File: config.mk
export PLATFORM = sky130hd
export DESIGN_NAME = multi_debouncer
export DESIGN_NICKNAME = d
export VERILOG_FILES = /design/src/rtl/debounce_pkg.sv /design/src/rtl/debounce_channel.sv /design/src/rtl/multi_debouncer.sv
export SDC_FILE = /design/constraint.sdc
export NUM_CORES = 1
export LEC_CHECK = 0
export ABC_AREA = 0
export BUFFER_PORTS_ARGS = -buffer_cell sky130_fd_sc_hd__clkbuf_2
export CAP_MARGIN = 40
export CORE_MARGIN = 2
export CORE_UTILIZATION = 26
export CTS_CLUSTER_DIAMETER = 200
export DETAILED_ROUTE_END_ITERATION = 8
export GPL_ROUTABILITY_DRIVEN = 0
export GPL_TIMING_DRIVEN = 1
export PLACE_DENSITY = 0.44
export SYNTH_ARGS = -nofsm -noshare
export SYNTH_HDL_FRONTEND = slang
export SYNTH_SLANG_ARGS = --single-unit
export TNS_END_PERCENT = 5
File: constraint.sdc
create_clock -name clk -period 1.7 [get_ports clk]
set_input_delay 0.34 -clock clk [delete_from_list [all_inputs] [get_ports clk]]
set_output_delay 0.34 -clock clk [all_outputs]
set_load 0.01 [all_outputs]
File: src/rtl/debounce_pkg.sv
// Shared definitions for the debouncer family: filter-mode selectors used by
// both the per-channel filter and the multi-channel wrapper.
package debounce_pkg;

  localparam int MODE_CONSEC = 0;
  localparam int MODE_INTEG  = 1;

  // Classifies a filter decision so the strobe logic reads as intent.
  typedef enum logic [1:0] {
    EV_NONE,
    EV_RISE,
    EV_FALL
  } edge_e;

  function automatic edge_e classify_edge(input logic switching, input logic new_level);
    if (!switching) return EV_NONE;
    return new_level ? EV_RISE : EV_FALL;
  endfunction

endpackage

File: src/rtl/debounce_channel.sv
// One debounced line: synchroniser, glitch filter counter, registered level and
// one-cycle rise/fall strobes.
module debounce_channel
  import debounce_pkg::*;
#(
  parameter int   CNT_W       = 4,
  parameter logic DEFAULT     = 1'b1,
  parameter int   SYNC_STAGES = 2,
  parameter int   MODE        = MODE_CONSEC
) (
  input  logic             clk,
  input  logic             rst_n,
  input  logic             en_i,
  input  logic [CNT_W-1:0] thresh_i,
  input  logic             in_i,
  output logic             out_o,
  output logic             rise_o,
  output logic             fall_o,
  output logic             busy_o
);

  logic [SYNC_STAGES-1:0] sync_q, sync_d;
  logic [CNT_W-1:0]       cnt_q, cnt_d;
  logic                   out_q, out_d;
  logic                   rise_q, rise_d;
  logic                   fall_q, fall_d;
  logic                   s;
  logic                   switching;
  edge_e                  ev;

  assign s      = sync_q[SYNC_STAGES-1];
  assign sync_d = {sync_q[SYNC_STAGES-2:0], in_i};

  assign switching = en_i && (s != out_q) && (cnt_q >= thresh_i);
  assign ev        = classify_edge(switching, s);

  // A match either restarts the evidence (consecutive mode) or erodes it by
  // one (integrating mode), so isolated agreeing samples only slow a switch.
  always_comb begin
    cnt_d  = cnt_q;
    out_d  = out_q;
    rise_d = 1'b0;
    fall_d = 1'b0;
    if (en_i) begin
      if (s != out_q) begin
        if (switching) begin
          out_d  = s;
          cnt_d  = '0;
          rise_d = (ev == EV_RISE);
          fall_d = (ev == EV_FALL);
        end else begin
          cnt_d = cnt_q + CNT_W'(1);
        end
      end else if (MODE == MODE_INTEG) begin
        cnt_d = (cnt_q == '0) ? '0 : cnt_q - CNT_W'(1);
      end else begin
        cnt_d = '0;
      end
    end
  end

  always_ff @(posedge clk) begin
    if (!rst_n) begin
      sync_q <= {SYNC_STAGES{DEFAULT}};
      cnt_q  <= '0;
      out_q  <= DEFAULT;
      rise_q <= 1'b0;
      fall_q <= 1'b0;
    end else begin
      sync_q <= sync_d;
      cnt_q  <= cnt_d;
      out_q  <= out_d;
      rise_q <= rise_d;
      fall_q <= fall_d;
    end
  end

  assign out_o  = out_q;
  assign rise_o = rise_q;
  assign fall_o = fall_q;
  assign busy_o = (s != out_q) || (cnt_q != '0);

endmodule

File: src/rtl/multi_debouncer.sv
// N independent debounce channels sharing clock, reset, sample tick and
// threshold; this level only slices the buses.
module multi_debouncer
  import debounce_pkg::*;
#(
  parameter int   NUM_CH      = 2,
  parameter int   CNT_W       = 4,
  parameter logic DEFAULT     = 1'b1,
  parameter int   SYNC_STAGES = 2,
  parameter int   MODE        = MODE_CONSEC
) (
  input  logic              clk,
  input  logic              rst_n,
  input  logic              en,
  input  logic [CNT_W-1:0]  thresh,
  input  logic [NUM_CH-1:0] in,
  output logic [NUM_CH-1:0] out,
  output logic [NUM_CH-1:0] rise,
  output logic [NUM_CH-1:0] fall,
  output logic [NUM_CH-1:0] busy
);

  for (genvar g = 0; g < NUM_CH; g++) begin : g_ch
    debounce_channel #(
      .CNT_W      (CNT_W),
      .DEFAULT    (DEFAULT),
      .SYNC_STAGES(SYNC_STAGES),
      .MODE       (MODE)
    ) u_ch (
      .clk     (clk),
      .rst_n   (rst_n),
      .en_i    (en),
      .thresh_i(thresh),
      .in_i    (in[g]),
      .out_o   (out[g]),
      .rise_o  (rise[g]),
      .fall_o  (fall[g]),
      .busy_o  (busy[g])
    );
  end

endmodule
==> flow_metrics.py <==
metrics = {
    "pwr": {
        "ir_worst_vdd_mv": 0.405,
        "p_per_area_nw_per_um2": 717,
        "total_power_uw": 902,
        "power.leakage_uw": 0.000619,
    },
    "worst_setup_path": {
        "rr_worst_depth": 7,
        "r2r_start": "g_ch[1].u_ch.cnt_q[0]",
        "worst_r2r_endpoint": "g_ch[1].u_ch.out_o",
        "cp_max_fo": 3,
        "arrival_time_worst_endpoint_ps": 1830,
        "crit_path_end_kind": "flop",
        "setup.worst_path.class": "reg2reg",
        "worstSetupStartpointType": "flop",
        "critical_path_required_ps": 1890,
        "reg2reg_setup_slack_ps": 50,
    },
    "sta": {
        "max_freq_mhz": 608,
        "finClkSkew_ps": 0.775,
        "final.min_clock_period_ps": 1650,
        "post-route-period-util_pct": 96.8,
        "finalSetupViolations": 0,
        "hold_violations": 0,
        "unrepaired_setup_endpoints_after_global_routing": "true",
        "relative_slew_slack_pct": 75.5,
        "timing_worst_slew_pin_value_ps": 365,
        "slew_violations": 0,
        "setup_tns_ps": 0,
    },
    "yosys": {
        "synthCells": 111,
        "synth_seq_cells": 18,
        "yosys.cell_types.count": 26,
        "synth-seq-area-share_pct": 35.4,
        "mappedNetlistArea_sq_um": 1020,
        "postSynthAreaPerCell_sq_um": 9.18,
        "yosysWarningCount": 0,
        "synth.net_count": 132,
    },
    "clock_tree": {
        "clkSlewWorstSetupHoldPaths_ps": 60,
        "ctsLongestPathBuffers": 2,
        "tritoncts": "built",
        "cts.sink_count": 18,
        "cts_inserted_buffers": 3,
        "cts_root_buf": "sky130_fd_sc_hd__clkbuf_8",
        "h-tree-depth": 1,
        "clock_insertion_delay_worst_skew_ps": 250,
    },
    "die": {
        "core.rowCount": 22,
        "io_pins": 17,
        "die_area_sq_um": 4430,
        "core-area_sq_um": 3720,
        "chipHeight_microns": 66.6,
        "dieWidth_microns": 66.6,
        "floorplan.initialDensity_pct": 27.4,
    },
    "hold_path": {
        "holdCritStartpoint": "in[1]",
        "min_path_type": "in2reg",
        "whs_endpoint": "g_ch[1].u_ch.sync_q[0]",
        "min_delay_path_depth": 2,
    },
    "place": {
        "hpwlAfterDp_mm": 1.59,
        "port_buffers": 16,
        "placed_cells": 169,
        "dpl_cell_area_sq_um": 1120,
    },
    "routing": {
        "route.detailed.drc": 0,
        "post_drt_via_cell_ratio": 4.73,
        "antenna_violating_nets_post_route": 0,
        "firstDrtPassIters": 4,
        "drt_wl_total_mm": 2.02,
        "vias": 833,
        "wire_per_inst_microns": 11.5,
        "drt_iter0_markers": 36,
    },
    "finish": {
        "area_delta_synth_final_pct": 23.6,
        "post-route-cell-area_sq_um": 1260,
        "final_cell_mix": "sky130_fd_sc_hd__dfxtp_1, sky130_fd_sc_hd__clkbuf_2, sky130_fd_sc_hd__inv_1, sky130_fd_sc_hd__ha_1, sky130_fd_sc_hd__nand2_1",
        "final_nets": 150,
        "drive_gt1_share_pct": 32.0,
        "layoutNonFillerInstCount": 176,
        "antenna-diode-count": 0,
    },
    "outcome": {
        "status": "completed",
    },
    "global_routing": {
        "maximum_number_of_pins_on_one_net_before_global_route_repair": 18,
        "global_route_usage_over_all_layers_pct": 10.0,
        "first_global_vias": 750,
        "grt_first_pass_wirelength_mm": 3.35,
        "grt_antenna_before_repair": 0,
        "globalRouteOverflowTotal": 0,
    },
    "job": {
        "cap_violations": 0,
    },
}
-- cells in the mapped netlist, drive strengths merged --
library cell	n	area [sq um]
and3	2	12.5
nand4	2	12.5
xnor2	4	35.0
ha	12	150
a22o	2	17.5
nand3b	2	15.0
nand2	7	26.3
a2111o	2	22.5
a32o	4	42.5
inv	12	45.0
o21ai	4	20.0
nor2b	1	6.26
o211a	2	20.0
nand3	4	20.0
a31oi	2	12.5
dfxtp	18	360
buf	9	65.1
a21oi	2	17.5
and2	1	6.26
nand2b	10	67.6
nor4	4	25.0
nor2	4	15.0
clkbuf	1	3.75
-- report_power, final --
group	switching (uW)	leakage, uW	internal (uW)
clock network	134	0.0000288	205
logic	66.5	0.000443	60.0
registers	6.06	0.000147	430
total	206	0.000619	696
-- what timing repair did --
action | 4_1_cts | 5_1_grt
setup endpoints to repair | 8 | 10
hold buffers | 0 | 0
buffers inserted | 1 | 2
resized for setup | 1 | 10
hold endpoints to repair | 0 | 0
pin swaps | 3 | 8
-- critical path, stage by stage, from the launching register on --
cell and delay [ps]:
sky130_fd_sc_hd__dfxtp_2 330, sky130_fd_sc_hd__inv_2 50, sky130_fd_sc_hd__ha_4 220, sky130_fd_sc_hd__nand2b_4 120
sky130_fd_sc_hd__a2111o_1 470, sky130_fd_sc_hd__buf_6 140, sky130_fd_sc_hd__a31oi_1 130, sky130_fd_sc_hd__nand3b_1 110
-- area by class of cell --
class	instances	area, sq um
fillers	418	2460
clock buffers	4	55.1
multi-input cells	71	599
repair buffers	23	136
inverters	12	45.0
well taps	48	60.1
flip-flops and latches	18	363
-- cells by family after synthesis --
logic type / share of synthesized area, %
adder cells (fa/ha/maj): 14.7
AO/OA/AOI/OAI: 15.0
AND/OR/NAND/NOR: 20.3
XOR/XNOR: 3.44
flip-flops: 35.4
buffers and inverters: 11.2
-- stage by stage --
stage | util (%) | hold WS [ps] | setup WS (ps)
floorplan | - | 386 | 47.8
global placement | 30.1 | 398 | -115
finish | 33.9 | 272 | 54.5
global route | 33.9 | 266 | -34.1
detailed placement | 30.1 | 402 | -153
CTS | 32.0 | 270 | 2.21
-- metal layers --
layer	global-route usage, %	share of wire, %	vias to the layer above
met3	4.39	5.2	2
met4	2.30	0.74	0
met2	16.5	49	18
met5	0	0	-
li1	-	-	415
met1	12.0	45	398
-- sequential cells by signal (all words and copies together) (netlist names) --
register and count:
g_ch.u_ch.sync_q 4, g_ch.u_ch.fall_o 2, g_ch.u_ch.cnt_q 8, g_ch.u_ch.rise_o 2, g_ch.u_ch.out_o 2
-- worst max-delay path by stage --
| stage | start | to | slack (ps) |
|---|---|---|---|
| global route | g_ch[1].u_ch.cnt_q[0] | g_ch[1].u_ch.out_o | -30 |
| floorplan | g_ch[0].u_ch.cnt_q[0] | g_ch[0].u_ch.cnt_q[1] | 50 |
| global placement | thresh[0] | g_ch[0].u_ch.cnt_q[1] | -110 |
| finish | g_ch[1].u_ch.cnt_q[0] | g_ch[1].u_ch.out_o | 50 |
| detailed placement | thresh[0] | g_ch[0].u_ch.cnt_q[1] | -150 |
| CTS | g_ch[1].u_ch.cnt_q[0] | g_ch[1].u_ch.cnt_q[3] | 2 |
(Power assumes the default switching activity.)
